[config.mk]
export PLATFORM = sky130hd
export DESIGN_NAME = hs_arith_frame_uaccumulator
export DESIGN_NICKNAME = d
export VERILOG_FILES = /design/src/rtl/hs_arith_pkg.sv /design/src/rtl/hs_arith_multi_in_uadder.sv /design/src/rtl/hs_arith_frame_uaccumulator.sv
export SDC_FILE = /design/constraint.sdc
export NUM_CORES = 1
export LEC_CHECK = 0
export ABC_AREA = 1
export CORE_MARGIN = 1
export CORE_UTILIZATION = 33
export CTS_BUF_LIST = sky130_fd_sc_hd__clkbuf_16
export DETAILED_ROUTE_END_ITERATION = 7
export PLACE_DENSITY_LB_ADDON = 0.1
export SKIP_LAST_GASP = 1
export SYNTH_ARGS = -nofsm -noshare
export SYNTH_HDL_FRONTEND = slang
export SYNTH_SLANG_ARGS = --single-unit
[constraint.sdc]
create_clock -name clk -period 5.1 [get_ports clk]
set_input_delay 1.275 -clock clk [delete_from_list [all_inputs] [get_ports clk]]
set_output_delay 1.275 -clock clk [all_outputs]
set_load 0.02 [all_outputs]
[src/rtl/hs_arith_pkg.sv]
// Shared definitions for the hs_arith streaming arithmetic blocks.
//   - frame_acc_width(): exact bit width needed to hold len*n words of dw bits
//                        that are all at their maximum value.
//   - uadder_out_width(): same, for a single n-word beat.
//   - hs_frame_acc_state_t: frame accumulator FSM states.
package hs_arith_pkg;

  typedef enum logic {
    ST_IDLE = 1'b0,
    ST_ACC  = 1'b1
  } hs_frame_acc_state_t;

  // Returns $clog2(n*len*(2**dw-1)+1) without overflowing for wide words.
  // For dw >= 32 the term 2**dw dominates n*len (at most 2**23). In that case
  // the exact answer is always dw + $clog2(n*len).
  function automatic int frame_acc_width(input int dw, input int n, input int len);
    longint span;
    longint maxv;
    int     w;
    span = longint'(n) * longint'(len);
    if (dw < 32) begin
      maxv = span * ((longint'(1) << dw) - 1);
      w = 0;
      while ((longint'(1) << w) < (maxv + 1)) w = w + 1;
      return w;
    end
    return dw + $clog2(span);
  endfunction

  function automatic int uadder_out_width(input int dw, input int n);
    return frame_acc_width(dw, n, 1);
  endfunction

endpackage

[src/rtl/hs_arith_multi_in_uadder.sv]
// Combinational unsigned adder of INPUT_NUM words.
// Ports:
//   din  - INPUT_NUM unsigned words of DATA_WIDTH bits
//   dout - SUM_WIDTH-bit sum, wide enough that it never wraps
module hs_arith_multi_in_uadder
  import hs_arith_pkg::*;
#(
  parameter int DATA_WIDTH = 1,
  parameter int INPUT_NUM  = 16,
  localparam int SUM_WIDTH = uadder_out_width(DATA_WIDTH, INPUT_NUM)
) (
  input  logic [DATA_WIDTH-1:0] din [INPUT_NUM],
  output logic [SUM_WIDTH-1:0]  dout
);

  // SUM_WIDTH > DATA_WIDTH always holds because INPUT_NUM >= 2.
  always_comb begin
    dout = '0;
    for (int i = 0; i < INPUT_NUM; i++) begin
      dout = dout + {{(SUM_WIDTH-DATA_WIDTH){1'b0}}, din[i]};
    end
  end

endmodule

[src/rtl/hs_arith_frame_uaccumulator.sv]
// Streaming frame accumulator.
// Each accepted beat of INPUT_NUM unsigned words is reduced to one sum. That sum
// is added into a running frame total. A frame closes on s_last or after
// FRAME_LEN beats. The total and beat count are then presented on m_*.
// Ports:
//   clk, rst          - clock, synchronous active-high reset
//   s_valid/s_ready   - input beat handshake; s_din words, s_last early close
//   m_valid/m_ready   - frame result handshake; m_sum total, m_beats count
//   frame_active      - an open frame has at least one beat accumulated
module hs_arith_frame_uaccumulator
  import hs_arith_pkg::*;
#(
  parameter int DATA_WIDTH = 1,
  parameter int INPUT_NUM  = 16,
  parameter int FRAME_LEN  = 8,
  localparam int SUM_WIDTH = uadder_out_width(DATA_WIDTH, INPUT_NUM),
  localparam int ACC_WIDTH = frame_acc_width(DATA_WIDTH, INPUT_NUM, FRAME_LEN),
  localparam int CNT_WIDTH = $clog2(FRAME_LEN + 1)
) (
  input  logic                  clk,
  input  logic                  rst,
  input  logic                  s_valid,
  output logic                  s_ready,
  input  logic [DATA_WIDTH-1:0] s_din [INPUT_NUM],
  input  logic                  s_last,
  output logic                  m_valid,
  input  logic                  m_ready,
  output logic [ACC_WIDTH-1:0]  m_sum,
  output logic [CNT_WIDTH-1:0]  m_beats,
  output logic                  frame_active
);

  hs_frame_acc_state_t    state;
  logic [ACC_WIDTH-1:0]   acc;
  logic [CNT_WIDTH-1:0]   cnt;

  logic [SUM_WIDTH-1:0]   beat_sum;
  logic [ACC_WIDTH-1:0]   beat_ext;
  logic [ACC_WIDTH-1:0]   acc_sum;
  logic [CNT_WIDTH-1:0]   cnt_inc;
  logic                   accept;
  logic                   close;

  // ---- stage 0: combinational beat reduction and close decision ----
  hs_arith_multi_in_uadder #(
    .DATA_WIDTH (DATA_WIDTH),
    .INPUT_NUM  (INPUT_NUM)
  ) u_uadder (
    .din  (s_din),
    .dout (beat_sum)
  );

  // The output register is one deep: a held, unconsumed result is the only
  // source of backpressure. A consumed result may be replaced on the same edge.
  assign s_ready  = !(m_valid && !m_ready);
  assign accept   = s_valid && s_ready;
  assign close    = accept && (s_last || (cnt == CNT_WIDTH'(FRAME_LEN - 1)));

  assign beat_ext = ACC_WIDTH'(beat_sum);
  assign acc_sum  = acc + beat_ext;
  assign cnt_inc  = cnt + CNT_WIDTH'(1);

  assign frame_active = (state == ST_ACC);

  // ---- stage 1: frame state, accumulator and result register ----
  always_ff @(posedge clk) begin
    if (rst) begin
      state   <= ST_IDLE;
      acc     <= '0;
      cnt     <= '0;
      m_valid <= 1'b0;
      m_sum   <= '0;
      m_beats <= '0;
    end else begin
      // A new close below overrides this release, giving back-to-back results.
      if (m_valid && m_ready) m_valid <= 1'b0;

      case (state)
        ST_IDLE: begin
          if (close) begin
            m_valid <= 1'b1;
            m_sum   <= beat_ext;
            m_beats <= CNT_WIDTH'(1);
            acc     <= '0;
            cnt     <= '0;
          end else if (accept) begin
            state <= ST_ACC;
            acc   <= beat_ext;
            cnt   <= CNT_WIDTH'(1);
          end
        end
        ST_ACC: begin
          if (close) begin
            m_valid <= 1'b1;
            m_sum   <= acc_sum;
            m_beats <= cnt_inc;
            state   <= ST_IDLE;
            acc     <= '0;
            cnt     <= '0;
          end else if (accept) begin
            acc <= acc_sum;
            cnt <= cnt_inc;
          end
        end
        default: state <= ST_IDLE;
      endcase
    end
  end

endmodule

Word-level counts from Yosys, hierarchy flattened

Index checks and enable logic that the tools add are counted.

$add $sub $neg: 17
Equality and inequality tests: 5
Mux-type cells: 22
Bitwise gates (word level): 1
Reductions and logical operators: 10

Operator list:

| operator                                             | count |
|---|---|
| adder 5 x 1 -> 5 bit                                 | 14 |
| two-way mux 8 bit                                    | 6 |
| case mux 8 bit (2 select lines)                      | 2 |
| two-way mux 4 bit                                    | 6 |
| case mux 4 bit (2 select lines)                      | 2 |
| adder 8 x 5 -> 8 bit                                 | 1 |
| two-way mux 1 bit                                    | 5 |
| adder 4 x 1 -> 4 bit (second input constant)         | 1 |
| equality test 4 x 3 -> 1 bit (second input constant) | 1 |
| logical AND 1 bit                                    | 4 |
| AND reduction 2 bit                                  | 2 |
| != test 3 x 1 -> 1 bit (second input constant)       | 1 |
| != test 3 bit (second input constant)                | 1 |
| adder 1 x 1 -> 2 bit                                 | 1 |
| logical NOT 1 bit                                    | 2 |
| != test 2 x 1 -> 1 bit (second input constant)       | 1 |
| != test 2 bit (second input constant)                | 1 |
| case mux 1 bit (2 select lines)                      | 1 |
| nonzero test 2 bit                                   | 1 |
| logical OR 1 bit                                     | 1 |
| inverter 1 bit                                       | 1 |

Register bits: 26
Input bits: 21
Output and inout port bits: 15
Word-level logic and storage cells: 61

Logic depth before layout (Yosys ltp)

Gate-level depths: netlist of the first run.

Depth in word-level cells: 19
Depth in mapped cells: 23
Gate-level depth less buffers: 23

Cells and area by module

A second synthesis of the first run with hierarchy kept.

Cell total of the unflattened synthesis: 244
Area, all modules: 1,786.7 um^2

By module, submodules not included:

| module                      | times used | cells each | area each (um^2) | sequential area each (um^2) |
|---|---|---|---|---|
| hs_arith_frame_uaccumulator | 1          | 188        | 1,357.6          | 520.5 |
| hs_arith_multi_in_uadder    | 1          | 56         | 429.2            | 0.0 |

Worst setup path before layout of the first run

No wires, ideal clock.

Kind: input-to-reg
From: in s_din[14] (netlist bit)
To: reg m_sum[3]
Setup time: 0.116 ns
Arrival time: 5.293 ns
Required time: 4.984 ns
Slack: -0.309 ns
Stages: 18
Buffers on the path: 0
Cell sequence: ha_1 -> inv_1 -> fa_1 -> fa_1 -> fa_1 -> fa_1 -> fa_1 -> fa_1 -> xnor2_1 -> ha_1 -> nand3_1 -> nand3_1 -> nand2_1 -> nand3_1 -> nand2_1 -> nand2_1 -> o211ai_1 -> inv_1

Longest elaborated chain between the ends: 18
Elaborated cells between the ends (all ways): 19
Those cells by class: 16 x add/sub; 3 x mux

Ends and longest elaborated chain:

| item                                    | RTL line                          | source |
|---|---|---|
| from (decl)                             | hs_arith_frame_uaccumulator.sv:24 | `input logic [DATA_WIDTH-1:0] s_din [INPUT_NUM],` |
| adder 1 x 1 -> 2 bit (*)                | hs_arith_multi_in_uadder.sv:20    | `dout = dout + {{(SUM_WIDTH-DATA_WIDTH){1'b0}}, din[i]};` |
| adder 5 x 1 -> 5 bit (*) (14 in series) | hs_arith_multi_in_uadder.sv:20    |  |
| adder 8 x 5 -> 8 bit                    | hs_arith_frame_uaccumulator.sv:60 | `assign acc_sum = acc + beat_ext;` |
| two-way mux 8 bit                       | hs_arith_frame_uaccumulator.sv:93 | `if (close) begin` |
| case mux 8 bit (2 select lines) (*)     | hs_arith_frame_uaccumulator.sv:78 | `case (state)` |
| to (signal assigned)                    | hs_arith_frame_uaccumulator.sv:82 | `m_sum <= beat_ext;` |
| to (signal assigned)                    | hs_arith_frame_uaccumulator.sv:95 | `m_sum <= acc_sum;` |
| to (decl)                               | hs_arith_frame_uaccumulator.sv:28 | `output logic [ACC_WIDTH-1:0] m_sum,` |

Mark *: on every way between the ends. The rest lies on a longest branch, timed or not. The select of a mux whose other input is x is not followed.
A chain may end at the register's enable or synchronous reset.

Final worst setup path of the first run

From: in s_din[14] (netlist bit)
To: reg acc[6]

Longest elaborated chain between the ends: 19

Ends and longest elaborated chain:

| item                                | RTL line                           | source |
|---|---|---|
| adder 1 x 1 -> 2 bit                | hs_arith_multi_in_uadder.sv:20     |  |
| adder 5 x 1 -> 5 bit (14 in series) | hs_arith_multi_in_uadder.sv:20     |  |
| adder 8 x 5 -> 8 bit                | hs_arith_frame_uaccumulator.sv:60  |  |
| two-way mux 8 bit                   | hs_arith_frame_uaccumulator.sv:100 | `end else if (accept) begin` |
| two-way mux 8 bit                   | hs_arith_frame_uaccumulator.sv:93  |  |
| case mux 8 bit (2 select lines)     | hs_arith_frame_uaccumulator.sv:78  |  |
| to (signal assigned)                | hs_arith_frame_uaccumulator.sv:88  | `acc <= beat_ext;` |
| to (signal assigned)                | hs_arith_frame_uaccumulator.sv:101 | `acc <= acc_sum;` |
| to (decl)                           | hs_arith_frame_uaccumulator.sv:34  | `logic [ACC_WIDTH-1:0] acc;` |

No other way between the ends. The select of a mux whose other input is x is not followed.

==> key figures, run 1 <==
Setup path
  • Launch instance of the worst register-to-register path: m_valid
  • Setup slack on the worst flop-to-flop path: 3090 ps
  • Capture point of the worst path: acc[6]
  • WP data arrival: 5350 ps
  • Worst setup path startpoint: s_din[14]
  • Required time worst endpoint: 5210 ps
  • Critical Path Source Type: primary input
  • Kind of end point of the critical path: register
  • Maximum fanout encountered on the critical timing path: 2
  • Number of cells on the worst reg-to-reg path: 5
  • Critical path start-end classification: in -> reg
  • Critical R2R Capture: acc[7]

Routing
  • Length of routed met3 wiring: 157 um
  • Vias per Instance: 4.60
  • DRC viols: 0
  • Highest routed layer: met3
  • First-iteration detailed-routing DRC count: 48
  • Detailed-route via count: 1600
  • Average routed wire per standard cell: 11.3 um
  • Routed metal-1 wire length: 1880 um
  • Post-DRT Antenna Nets: 0
  • Total length of routed met2 wires: 1890 um
  • Total wire length: 3920 um
  • DR pass1 iterations: 4

STA
  • Clock period minus final worst setup slack: 5240 ps
  • Setup-failing EPs final: 13
  • Transition time at the pin with the least slew margin: 909 ps
  • Final hold violation count: 0
  • Final critical-path share of the clock period: 103%
  • Clock Skews: 5.65 ps
  • Pins over their slew limit: 0
  • Setup slack after layout: -141 ps
  • Slew Limit Headroom: 39.2%
  • RSZ-0062 raised after global routing: yes
  • Sum of negative setup slack: -1040 ps
  • Maximum clock frequency: 191 MHz

Clock tree
  • TritonCTS Sinks: 26
  • Clock insertion delay at the later pin of the skew report: 260 ps
  • Count of hold-fix buffers inserted at cts: 0
  • Clock-pin transition on the worst setup and hold timing paths: 70 ps
  • Clk Tree Root Cell: sky130_fd_sc_hd__clkbuf_16
  • Depth of the CTS H-tree: 1
  • Max Root-Sink Buffers: 2
  • TritonCTS clock tree: built
  • Num CTS Buffers: 3

Floorplanning
  • DIE AREA: 5690 sq um
  • Ports: 36
  • DIE WIDTH: 75.5 um
  • Height of the die: 75.5 um
  • Area of the core: 5140 sq um
  • Initial core utilization: 34.6%
  • Number of placement rows: 26

Cells and area
  • Post-layout utilization of the core: 47.6%
  • Leading cell types in the layout, fill and taps excluded: sky130_fd_sc_hd__nand2_1 (47), sky130_fd_sc_hd__inv_1 (39), sky130_fd_sc_hd__clkdlybuf4s50_1 (28)
  • Count of fill cells added during filler insertion: 553
  • Post-route cell area: 2450 sq um
  • Total area of sequential cells: 520 sq um
  • Layout overhead on the synthesized area: 37.5%
  • Antenna cells: 0
  • Area of the multi-input gates: 1180 sq um
  • Fin nets: 323
  • Fraction of layout instances using a drive strength above 1: 16.5%
  • Most frequent standard cell in the layout excluding fill and tap cells: sky130_fd_sc_hd__nand2_1

Yosys
  • Netlist area before placement: 1780 sq um
  • Post-Synthesis Net Count: 280
  • Seq cells post-synth: 26
  • Cell variety after synth: 27
  • Mapped Cells: 236
  • Number of warning messages in the yosys log: 0
  • Synthesized area divided by synthesized cell count: 7.54 sq um
  • Share of synthesized area occupied by flip-flops and latches: 29.2%

Global route
  • Largest net degree at the start of global routing: 20
  • Tot GR Track Use: 15.2%
  • Global-route congestion overflow total: 0
  • Vias in the first global route: 1552
  • Initial antenna violation count: 0
  • First-pass GRT wire length: 6700 um

Place
  • Post-detail-place hpwl: 2870 um
  • Cell area after placement: 2270 sq um
  • Count of buffers from port buffering: 35
  • Routability cong.: 0.775
  • Setup slack after placement: -899 ps

Pwr
  • Switching part of the total: 38.8%
  • Internal cell power: 0.632 mW
  • Power density over the cells: 422 nW/um^2
  • Clock network power share: 17.2%
  • Combinational fraction of design power: 60.0%
  • Sequential Power Share: 22.8%
  • Peak supply drop: 147 uV
  • Cell leakage power: 1.08 nW
  • Net Sw Power: 0.401 mW

Status
  • Run status: finished, violations left
  • Violated checks: negative setup slack

Run
  • Number of max-capacitance violations reported: 0

Worst hold path
  • Worst min-delay path class: reg -> reg
## critical path, stage by stage
cell                       delay [ps]
sky130_fd_sc_hd__buf_6             90
sky130_fd_sc_hd__ha_4             250
sky130_fd_sc_hd__inv_2             30
sky130_fd_sc_hd__fa_1             520
sky130_fd_sc_hd__fa_1             440
sky130_fd_sc_hd__fa_1             510
sky130_fd_sc_hd__fa_1             430
sky130_fd_sc_hd__fa_2             360
sky130_fd_sc_hd__fa_2             470
sky130_fd_sc_hd__fa_2             390
sky130_fd_sc_hd__inv_2             70
sky130_fd_sc_hd__nand2_1           40
sky130_fd_sc_hd__nand2_1           80
sky130_fd_sc_hd__nand3b_1         110
sky130_fd_sc_hd__nand2_1           90
sky130_fd_sc_hd__nand2_2           50
sky130_fd_sc_hd__nand4_1           70
sky130_fd_sc_hd__a21oi_1           70
## power groups by stage
stage	registers [mW]	clock network, mW	logic, mW
final	0.235	0.177	0.620
after global routing	0.238	0.188	0.699
after CTS	0.235	0.184	0.581
after detailed placement	0.238	0	0.517
after global placement	0.238	0	0.517
after floorplan	0.246	0	0.340
## routing by layer
metal,vias up,global-route usage (%)
met5,-,0
met4,0,3.09
met3,0,3.70
met2,34,26.2
met1,730,19.4
li1,836,-
## worst min-delay path by stage
stage | from | endpoint | slack [ps] | depth (start not counted)
CTS | acc[0] | acc[0] | 480 | 2
global route | acc[0] | acc[0] | 500 | 2
global placement | acc[2] | acc[2] | 460 | 2
floorplan | acc[0] | acc[0] | 450 | 2
detailed placement | acc[4] | acc[4] | 470 | 2
finish | m_beats[3] | m_beats[3] | 480 | 2
## cells in the mapped netlist
library cell,number,area (sq um)
sky130_fd_sc_hd__nand2_2,1,6.26
sky130_fd_sc_hd__nand4_1,4,25.0
sky130_fd_sc_hd__a211oi_1,1,7.51
sky130_fd_sc_hd__ha_1,12,150
sky130_fd_sc_hd__inv_1,42,158
sky130_fd_sc_hd__nand3_4,1,17.5
sky130_fd_sc_hd__nand3_1,19,95.1
sky130_fd_sc_hd__nor2_1,12,45.0
sky130_fd_sc_hd__a31oi_1,1,6.26
sky130_fd_sc_hd__o21ai_0,13,65.1
sky130_fd_sc_hd__nand2_4,1,11.3
sky130_fd_sc_hd__buf_4,1,7.51
sky130_fd_sc_hd__nand2_1,53,199
sky130_fd_sc_hd__fa_1,11,220
sky130_fd_sc_hd__xor2_1,2,17.5
sky130_fd_sc_hd__o21bai_4,1,18.8
sky130_fd_sc_hd__buf_8,1,15.0
sky130_fd_sc_hd__a21oi_2,2,17.5
sky130_fd_sc_hd__clkbuf_1,3,11.3
sky130_fd_sc_hd__or2_2,1,6.26
sky130_fd_sc_hd__inv_6,1,8.76
sky130_fd_sc_hd__buf_2,1,5.00
sky130_fd_sc_hd__dfxtp_1,26,521
sky130_fd_sc_hd__xnor2_1,1,8.76
sky130_fd_sc_hd__nand3b_1,3,22.5
sky130_fd_sc_hd__a21oi_1,20,100
sky130_fd_sc_hd__o211ai_1,2,15.0
## metrics by stage
stage	cells	power, mW	hold slack, ps
5_1_grt	348	1.13	497
3_3_place_gp	343	0.754	464
6_report	348	1.03	480
4_1_cts	347	1.00	481
3_5_place_dp	343	0.755	468
2_1_floorplan	236	0.586	449
## what timing repair did
| action | CTS | global route |
|---|---|---|
| resized for setup | 25 | 11 |
| buffers inserted | 0 | 1 |
| pin swaps | 23 | 15 |
| setup endpoints to repair | 15 | 14 |
## registers in the layout, summed over array words and instances, names as in the netlist, named ones only
register and flops:
m_valid 1, cnt 4, m_beats 4, m_sum 8
acc 8
## final cells by class
| type | count | area share (%) |
|---|---|---|
| Multi-Input combinational cell | 161 | 48.2 |
| Sequential cell | 26 | 21.3 |
| Timing Repair Buffer | 44 | 16.9 |
| Inverter | 43 | 6.80 |
| Tap cell | 70 | 3.58 |
| Clock buffer | 3 | 3.07 |
| Clock inverter | 1 | 0.153 |
## cells by family (layout without fill, tap and decap cells)
logic type	count (synthesis)	in the layout	share of synthesized area, %
flops	26	26	29.2
simple gates	95	95	24.0
fa+ha+maj	23	23	20.8
buf+inv	49	91	11.5
compound gates	40	40	12.9
xor+xnor	3	3	1.48
(Power assumes the default switching activity.)
==> inputs of run 2 (changes only) <==
- CELL_PAD_IN_SITES_DETAIL_PLACEMENT: default -> 0
- CELL_PAD_IN_SITES_GLOBAL_PLACEMENT: default -> 2
- CORE_UTILIZATION: 33 -> 26
==> key figures, run 2 (same netlist as run 1, synthesis figures left out) <==
Clock tree
  • TritonCTS clock tree: built
  • Clock-pin transition on the worst setup and hold timing paths: 60 ps
  • Num CTS Buffers: 3
  • Depth of the CTS H-tree: 1
  • Clock insertion delay at the later pin of the skew report: 260 ps
  • Clk Tree Root Cell: sky130_fd_sc_hd__clkbuf_16
  • TritonCTS Sinks: 26
  • Max Root-Sink Buffers: 2
  • Count of hold-fix buffers inserted at cts: 0

Cells and area
  • Count of fill cells added during filler insertion: 675
  • Antenna cells: 0
  • Layout overhead on the synthesized area: 40.5%
  • Area of the multi-input gates: 1200 sq um
  • Regs by FF count: acc x8, m_sum x8
  • Leading cell types in the layout, fill and taps excluded: sky130_fd_sc_hd__nand2_1 (49), sky130_fd_sc_hd__inv_1 (37), sky130_fd_sc_hd__clkdlybuf4s50_1 (28)
  • Fraction of layout instances using a drive strength above 1: 19.6%
  • Total area of sequential cells: 520 sq um
  • Most frequent standard cell in the layout excluding fill and tap cells: sky130_fd_sc_hd__nand2_1
  • Post-layout utilization of the core: 38.5%
  • Fin nets: 327

Floorplanning
  • Initial core utilization: 27.4%
  • DIE AREA: 7180 sq um
  • Ports: 36
  • Number of placement rows: 29
  • Area of the core: 6490 sq um
  • DIE WIDTH: 84.8 um
  • Height of the die: 84.8 um

Pwr
  • Peak supply drop: 142 uV
  • Sequential Power Share: 22.2%
  • Clock network power share: 16.3%
  • Cell leakage power: 1.10 nW
  • Internal cell power: 0.645 mW
  • Net Sw Power: 0.416 mW
  • Combinational fraction of design power: 61.5%
  • Power density over the cells: 424 nW/um^2
  • Switching part of the total: 39.2%

Global route
  • Vias in the first global route: 1619
  • Tot GR Track Use: 13.1%
  • First-pass GRT wire length: 7480 um
  • Largest net degree at the start of global routing: 20
  • Global-route congestion overflow total: 0
  • Initial antenna violation count: 0

Routing
  • Vias per Instance: 4.52
  • Total length of routed met2 wires: 1920 um
  • Routed metal-1 wire length: 2200 um
  • DR pass1 iterations: 6
  • DRC viols: 1
  • Length of routed met3 wiring: 162 um
  • First-iteration detailed-routing DRC count: 33
  • Total wire length: 4300 um
  • Post-DRT Antenna Nets: 0
  • Detailed-route via count: 1618
  • Average routed wire per standard cell: 12.0 um
  • Highest routed layer: met4

Place
  • Routability cong.: 0.693
  • Post-detail-place hpwl: 3190 um
  • Count of buffers from port buffering: 35

STA
  • Slew Limit Headroom: 32.3%
  • Pins over their slew limit: 0
  • Clock period minus final worst setup slack: 5260 ps
  • RSZ-0062 raised after global routing: yes
  • Maximum clock frequency: 190 MHz
  • Final hold violation count: 0
  • Worst hold margin: 480 ps
  • Transition time at the pin with the least slew margin: 1010 ps
  • Clock Skews: 2.68 ps
  • Setup-failing EPs final: 13
  • Final critical-path share of the clock period: 103%
  • Setup slack after layout: -157 ps

Setup path
  • Critical path start-end classification: in -> reg
  • Worst setup path startpoint: s_din[14]
  • Number of cells on the worst reg-to-reg path: 5
  • WP data arrival: 5430 ps
  • Critical R2R Capture: acc[5]
  • Maximum fanout encountered on the critical timing path: 2
  • Critical Path Source Type: primary input
  • Required time worst endpoint: 5280 ps
  • Kind of end point of the critical path: register
  • Setup slack on the worst flop-to-flop path: 2990 ps
  • Launch instance of the worst register-to-register path: m_valid

Worst hold path
  • Min-Delay Endpoint: acc[0]
  • Worst min-delay path class: reg -> reg
  • Hold Path Cell Cnt: 2
  • Startpoint of the lowest-slack hold path: acc[0]

Status
  • Violated checks: design-rule violations, negative setup slack
  • Run status: finished, violations left

Run
  • Number of max-capacitance violations reported: 0
-- run 2: cell types whose count changed in the layout (fill, tap and decap cells not counted), sizes merged --
cell	before	now
buf	11	15
clkinv	1	0
-- run 2: critical path: stages --
cell and delay, ps:
sky130_fd_sc_hd__buf_6 100, sky130_fd_sc_hd__ha_4 250, sky130_fd_sc_hd__inv_2 30, sky130_fd_sc_hd__fa_1 460, sky130_fd_sc_hd__fa_2 540, sky130_fd_sc_hd__fa_1 420, sky130_fd_sc_hd__fa_1 460, sky130_fd_sc_hd__fa_2 370
sky130_fd_sc_hd__fa_2 460, sky130_fd_sc_hd__fa_2 400, sky130_fd_sc_hd__buf_4 150, sky130_fd_sc_hd__xor2_1 160, sky130_fd_sc_hd__o21ai_2 150, sky130_fd_sc_hd__nand2_1 70, sky130_fd_sc_hd__a21oi_1 140
-- run 2: final cells by class --
type / instances / share of cell area [%]
Multi-Input combinational cell: 161 / 47.9
Tap cell: 77 / 3.85
Sequential cell: 26 / 20.8
Inverter: 43 / 6.65
Timing Repair Buffer: 48 / 17.8
Clock buffer: 3 / 3.00
-- run 2: per-layer routing --
metal / vias up / global-route usage, %
met5: - / 0
met4: 0 / 1.85
met3: 2 / 3.05
met2: 30 / 22.1
met1: 739 / 17.4
li1: 847 / -
-- run 2: power by group through the flow --
stage	Sequential, mW	Combinational [mW]	Clock [mW]
5_1_grt	0.238	0.728	0.187
6_report	0.236	0.652	0.172
3_5_place_dp	0.238	0.537	0
3_3_place_gp	0.239	0.543	0
4_1_cts	0.236	0.620	0.179
2_1_floorplan	0.246	0.340	0
-- run 2: repair_timing --
| item | 4_1_cts | 5_1_grt |
|---|---|---|
| gates resized for setup | 29 | 12 |
| buffers inserted | 0 | 1 |
| endpoints found under the hold margin | 0 | 0 |
| endpoints found under the setup margin | 15 | 14 |
| pin swaps | 23 | 14 |
-- run 2: metrics by stage --
stage | instances | instance area (sq um) | worst slack, ps | total power [mW] | setup TNS, ps
2_1_floorplan | 236 | 1810 | -181 | 0.586 | -1280
3_3_place_gp | 354 | 2310 | -888 | 0.782 | -11710
3_5_place_dp | 354 | 2310 | -916 | 0.775 | -12110
4_1_cts | 357 | 2440 | -342 | 1.04 | -3910
5_1_grt | 358 | 2500 | -350 | 1.15 | -3830
6_report | 358 | 2500 | -157 | 1.06 | -1490
-- run 2: worst max path at each step --
| stage | cells past startpoint | slack, ps | endpoint |
|---|---|---|---|
| 2_1_floorplan | 18 | -180 | m_sum[3] |
| 3_3_place_gp | 18 | -890 | acc[5] |
| 3_5_place_dp | 18 | -920 | acc[5] |
| 4_1_cts | 18 | -340 | acc[5] |
| 5_1_grt | 17 | -350 | acc[6] |
| 6_report | 15 | -160 | acc[2] |
